--- config.mk ---
export PLATFORM = sky130hd
export DESIGN_NAME = mag_block_stats_flat
export DESIGN_NICKNAME = d
export VERILOG_FILES = /design/src/rtl/mag_block_stats_if.sv /design/src/rtl/mag_block_stats.sv /design/src/flat_wrapper.sv
export SDC_FILE = /design/constraint.sdc
export NUM_CORES = 1
export LEC_CHECK = 0
export ABC_CLOCK_PERIOD_IN_PS = 2200
export BUFFER_PORTS_ARGS = -buffer_cell sky130_fd_sc_hd__buf_2
export CORE_MARGIN = 4
export CORE_UTILIZATION = 50
export DETAILED_ROUTE_END_ITERATION = 8
export GPL_ROUTABILITY_DRIVEN = 0
export PLACE_DENSITY_LB_ADDON = 0.12
export SLEW_MARGIN = 20
export SYNTH_ARGS = -nofsm -noshare
export SYNTH_HDL_FRONTEND = slang
export SYNTH_SLANG_ARGS = --single-unit
export TNS_END_PERCENT = 10
--- constraint.sdc ---
create_clock -name clk -period 2.2 [get_ports clk]
set_clock_uncertainty 0.05 [all_clocks]
set_input_delay 0.22 -clock clk [delete_from_list [all_inputs] [get_ports clk]]
set_output_delay 0.22 -clock clk [all_outputs]
set_load 0.03 [all_outputs]
--- src/rtl/mag_block_stats_if.sv ---
// Sample and result handshakes between the magnitude stage, the block
// statistics unit and its consumer.
interface mag_block_stats_if #(
    parameter int LOG2_N = 3
);
    logic [7:0]      mag_in;
    logic            mag_valid;
    logic            mag_ready;
    logic            res_valid;
    logic            res_ready;
    logic [7:0]      mean_out;
    logic [7:0]      max_out;
    logic [7:0]      min_out;
    logic [LOG2_N:0] over_cnt;

    modport master (
        output mag_in, mag_valid, res_ready,
        input  mag_ready, res_valid,
        input  mean_out, max_out, min_out, over_cnt
    );

    modport slave (
        input  mag_in, mag_valid, res_ready,
        output mag_ready, res_valid,
        output mean_out, max_out, min_out, over_cnt
    );
endinterface

--- src/rtl/mag_block_stats.sv ---
// Per-block mean/max/min/over-threshold statistics of 8-bit magnitudes,
// with a single held result and full backpressure on the sample side.
module mag_block_stats #(
    parameter int LOG2_N = 3
) (
    input  logic             clk,
    input  logic             rst,
    input  logic             ena,
    input  logic [7:0]       thresh,
    mag_block_stats_if.slave bus
);
    localparam int N  = 1 << LOG2_N;
    localparam int SW = 8 + LOG2_N;
    localparam int CW = LOG2_N + 1;

    typedef enum logic {
        ACCUM,
        PRESENT
    } state_t;

    state_t state_q, state_d;

    logic [SW-1:0]     sum_q, sum_d;
    logic [7:0]        max_q, max_d;
    logic [7:0]        min_q, min_d;
    logic [CW-1:0]     over_q, over_d;
    logic [LOG2_N-1:0] cnt_q;

    logic [7:0]        mean_r, max_r, min_r;
    logic [CW-1:0]     over_r;

    logic accept;
    logic xfer;
    logic last;

    assign bus.mag_ready = ena && !rst && (state_q == ACCUM);
    assign bus.res_valid = (state_q == PRESENT);

    assign accept = bus.mag_valid && bus.mag_ready;
    assign xfer   = bus.res_valid && bus.res_ready && ena;
    assign last   = (cnt_q == LOG2_N'(N - 1));

    // Running values including the sample offered this cycle
    always_comb begin
        sum_d  = sum_q + SW'(bus.mag_in);
        max_d  = (bus.mag_in > max_q) ? bus.mag_in : max_q;
        min_d  = (bus.mag_in < min_q) ? bus.mag_in : min_q;
        over_d = over_q + CW'(bus.mag_in > thresh);
    end

    always_comb begin
        state_d = state_q;
        case (state_q)
            ACCUM:   if (accept && last) state_d = PRESENT;
            PRESENT: if (xfer) state_d = ACCUM;
            default: state_d = ACCUM;
        endcase
    end

    always_ff @(posedge clk) begin
        if (rst) state_q <= ACCUM;
        else     state_q <= state_d;
    end

    always_ff @(posedge clk) begin
        if (rst) begin
            sum_q  <= '0;
            max_q  <= 8'h00;
            min_q  <= 8'hFF;
            over_q <= '0;
            cnt_q  <= '0;
        end else if (accept) begin
            if (last) begin
                sum_q  <= '0;
                max_q  <= 8'h00;
                min_q  <= 8'hFF;
                over_q <= '0;
                cnt_q  <= '0;
            end else begin
                sum_q  <= sum_d;
                max_q  <= max_d;
                min_q  <= min_d;
                over_q <= over_d;
                cnt_q  <= cnt_q + LOG2_N'(1);
            end
        end
    end

    // Result registers move only when a block completes
    always_ff @(posedge clk) begin
        if (rst) begin
            mean_r <= '0;
            max_r  <= '0;
            min_r  <= '0;
            over_r <= '0;
        end else if (accept && last) begin
            mean_r <= sum_d[SW-1:LOG2_N];
            max_r  <= max_d;
            min_r  <= min_d;
            over_r <= over_d;
        end
    end

    assign bus.mean_out = mean_r;
    assign bus.max_out  = max_r;
    assign bus.min_out  = min_r;
    assign bus.over_cnt = over_r;
endmodule
--- src/flat_wrapper.sv ---
// flat-port wrapper written by rule: the top's interface ports become plain ports
module mag_block_stats_flat 
#(
    parameter int LOG2_N = 3
)
  (clk, rst, ena, thresh, bus_mag_in, bus_mag_valid, bus_res_ready, bus_mag_ready, bus_res_valid, bus_mean_out, bus_max_out, bus_min_out, bus_over_cnt);
  mag_block_stats_if #(.LOG2_N(LOG2_N)) bus_i ();
  input  logic clk;
  input  logic rst;
  input  logic ena;
  input  logic [7:0] thresh;
  input wire logic [$bits(bus_i.mag_in)-1:0] bus_mag_in;
  input wire logic [$bits(bus_i.mag_valid)-1:0] bus_mag_valid;
  input wire logic [$bits(bus_i.res_ready)-1:0] bus_res_ready;
  output wire logic [$bits(bus_i.mag_ready)-1:0] bus_mag_ready;
  output wire logic [$bits(bus_i.res_valid)-1:0] bus_res_valid;
  output wire logic [$bits(bus_i.mean_out)-1:0] bus_mean_out;
  output wire logic [$bits(bus_i.max_out)-1:0] bus_max_out;
  output wire logic [$bits(bus_i.min_out)-1:0] bus_min_out;
  output wire logic [$bits(bus_i.over_cnt)-1:0] bus_over_cnt;
  assign bus_i.mag_in = bus_mag_in;
  assign bus_i.mag_valid = bus_mag_valid;
  assign bus_i.res_ready = bus_res_ready;
  assign bus_mag_ready = bus_i.mag_ready;
  assign bus_res_valid = bus_i.res_valid;
  assign bus_mean_out = bus_i.mean_out;
  assign bus_max_out = bus_i.max_out;
  assign bus_min_out = bus_i.min_out;
  assign bus_over_cnt = bus_i.over_cnt;
  mag_block_stats #(.LOG2_N(LOG2_N)) u_core (.clk(clk), .rst(rst), .ena(ena), .thresh(thresh), .bus(bus_i));
endmodule
==> impl_metrics.ini <==
[outcome]
status = finished, final reports clean

[setup_path]
cp_max_fo = 3
critical_path.top_delay_family = compound AO/OA/AOI/OAI gates
cp_cell_sequence = ha_1, fa_1, a211oi_2, o21ai_0, a21oi_1, xnor2_1, a31o_1
cp.arrival_ns = 2.28
required_ns = 2.39
critPathKind = reg -> reg
cp-start-kind = register
worst_path_largest_cell_delay_ns = 0.46
critPathSlowestCell = fa_1
critPathBufInv = 0
crit_path_end_kind = register

[clocking]
cts_setup_buffers = 0
cts.sinks = 63
clockBufferDepth = 2
cts_buffers = 9
cts_tree = done
post_cts_resized = 0
clk_latency_ns = 0.35
hold_buffers = 0
cts_max_level = 3
clkTransAtPathRegs_ns = 0.07
cts-root-buf = clkbuf_8

[timing]
hold_violations = 0
rsz0062_at_grt = yes
setup_violations = 0
maxSlewViolCount = 0
tightest_slew_ns = 0.673
post-route-min-period_ns = 2.08
period_share_pct = 94.7
setup_tns_ns = 0
max_freq_ghz = 0.480
worst_slack_ns = 0.116
maxSlewHeadroom_pct = 54.7

[drt]
first_pass_iters = 4
met1Wirelength_um = 4170
drt-initial-drc-count = 219
vias_per_cell = 5.58
avgRoutedWirePerCell_um = 15.5
wirelength_um = 8830
detail-route-antenna-nets = 0
highest_layer = met4
vias = 3182
met3_length_um = 385
wl_met2_um = 4160
drc = 0

[power_and_ir_drop]
netSwitchingFraction_pct = 26.2
p_leak_uw = 0.00196
power.switching_uw = 740
intPower_uw = 2080
clockPowerShare_pct = 44.6
irDropWorstVdd_mv = 0.364
p_seq_share_pct = 41.7
power_density_nw_per_um2 = 656
comb_power_share_pct = 13.7

[final_layout]
instances_no_fill = 570
area.growth.synth_to_final_pct = 19.7
num_antenna_cells = 0
drive_gt1_share_pct = 22.6
post-route-util_pct = 62.5
design_area_um2 = 4290
fin_nets = 526

[global_route]
overflow = 0
grt_pass1_vias = 3180
grt_pass1_wl_um = 15000
grt_max_degree = 43
grtUsageTotal_pct = 22.1
antenna_found_initial = 0

[synth]
yosys.area_share.simple_pct = 18.2
synth-async-reset-ratio_pct = 0
synth_top_family_by_area = compound AO/OA/AOI/OAI gates
synth_area_leader_cell = dfxtp_1
ys.warnings.count = 0
yosys-top-cells-count = dfxtp_1 (63), nand2_1 (43), ha_1 (35), inv_1 (35), a21oi_1 (25)
synth.net_count = 461
netlist_top_cells_area = dfxtp_1 (35%), ha_1 (12%), nand2_1 (4.5%)
muxShareOfSynthArea_pct = 2.79
synthAdderAreaFrac_pct = 12.8
synth_cell_types = 61
ys_seq_area_share_pct = 35.2
synth_edf_count = 0
netlist_instances = 404
syn-cell-area_um2 = 3590
yosys_most_used_dff = dfxtp_1
synth_compound_area_share_pct = 22.4
synth.top_cell.area_share_pct = 35.2
synth.avg_cell_area_um2 = 8.88
ys_ff_latch = 63
synth-xor-area-share_pct = 2.20
synthMostInstantiatedCell = dfxtp_1

[min_path]
worstHoldPathType = in -> reg

[floorplanning]
fp.dieH_um = 92.7
io_pins = 51
initial_utilization_pct = 52.2
die-area_um2 = 8590
core_um2 = 6870
dieWidth_um = 92.7
rows = 30

[place]
place_hpwl_um = 6300
io_buffers = 50
dp_slack_ns = -0.176
placed_area_um2 = 4040
dp.cells = 552

[run]
drv_cap = 0
-- final cells by class --
class	instances	area, um2
Clock buffer	9	124
Clock inverter	7	120
Fill cell	611	2570
Inverter	35	131
Multi-Input combinational cell	287	2100
Sequential cell	63	1260
Tap cell	96	120
Timing Repair Buffer	73	435
-- worst register-to-register path, delay by kind of cell, from the launching register on --
kind	cells	cell delay, ns
AOI/OAI and AO/OA	4	0.85
xor gates and xnor gates	1	0.11
adders and majority gates	2	0.67
DFF	1	0.31
-- cell usage in the layout, fill, tap and decap left out, drive strengths merged, types with 7 or more instances in the layout --
cell	instances
buf	73
dfxtp	63
nand2	45
inv	36
ha	35
o21ai	28
a21oi	26
nand3b	17
nor2	16
mux2i	10
o211ai	10
o32ai	9
clkbuf	9
o2111ai	8
o311ai	8
nor2b	7
-- per-layer routing --
metal / global-route usage (%) / vias up
li1: - / 1600
met1: 28.5 / 1512
met2: 36.6 / 60
met3: 4.31 / 10
met4: 8.30 / 0
met5: 0 / -
-- sequential cells by signal, indices dropped and copies added (netlist names) --
| name | count |
|---|---|
| u_core.sum_q | 11 |
| u_core.bus.max_out | 8 |
| u_core.bus.mean_out | 8 |
| u_core.bus.min_out | 8 |
| u_core.max_q | 8 |
| u_core.min_q | 8 |
| u_core.bus.over_cnt | 4 |
| u_core.over_q | 4 |
| u_core.cnt_q | 3 |
| u_core.bus.res_valid | 1 |
-- metrics by stage --
stage	hold slack (ns)	power [uW]
after floorplan	0.298	1450
final	0.155	2820
after detailed placement	0.389	1580
after global placement	0.385	1570
after global routing	0.189	2950
after CTS	0.144	2840
-- worst paths after layout --
| path | slack [ns] | from | depth (start not counted) | endpoint |
|---|---|---|---|---|
| worst max-delay path | 0.12 | u_core.sum_q[0] | 7 | u_core.sum_q[6] |
| worst min-delay path | 0.15 | bus_mag_in[0] | 3 | u_core.min_q[0] |
| worst max register to register | 0.12 | u_core.sum_q[0] | 7 | u_core.sum_q[6] |
| worst min register to register | 0.40 | u_core.bus.min_out[7] | 2 | u_core.bus.min_out[7] |
-- power groups by stage --
| stage | clock network [uW] | registers, uW | logic, uW |
|---|---|---|---|
| 2_1_floorplan | 0 | 1200 | 252 |
| 3_3_place_gp | 0 | 1200 | 369 |
| 3_5_place_dp | 0 | 1200 | 379 |
| 4_1_cts | 1280 | 1180 | 383 |
| 5_1_grt | 1340 | 1180 | 434 |
| 6_report | 1260 | 1180 | 385 |
-- cells by family after synthesis --
| group | count (synthesis) |
|---|---|
| xor+xnor | 9 |
| buf+inv | 54 |
| fa+ha+maj | 36 |
| flops | 63 |
| compound gates | 112 |
| simple gates | 120 |
| mux | 10 |
Power figures use the tool's default switching activity.
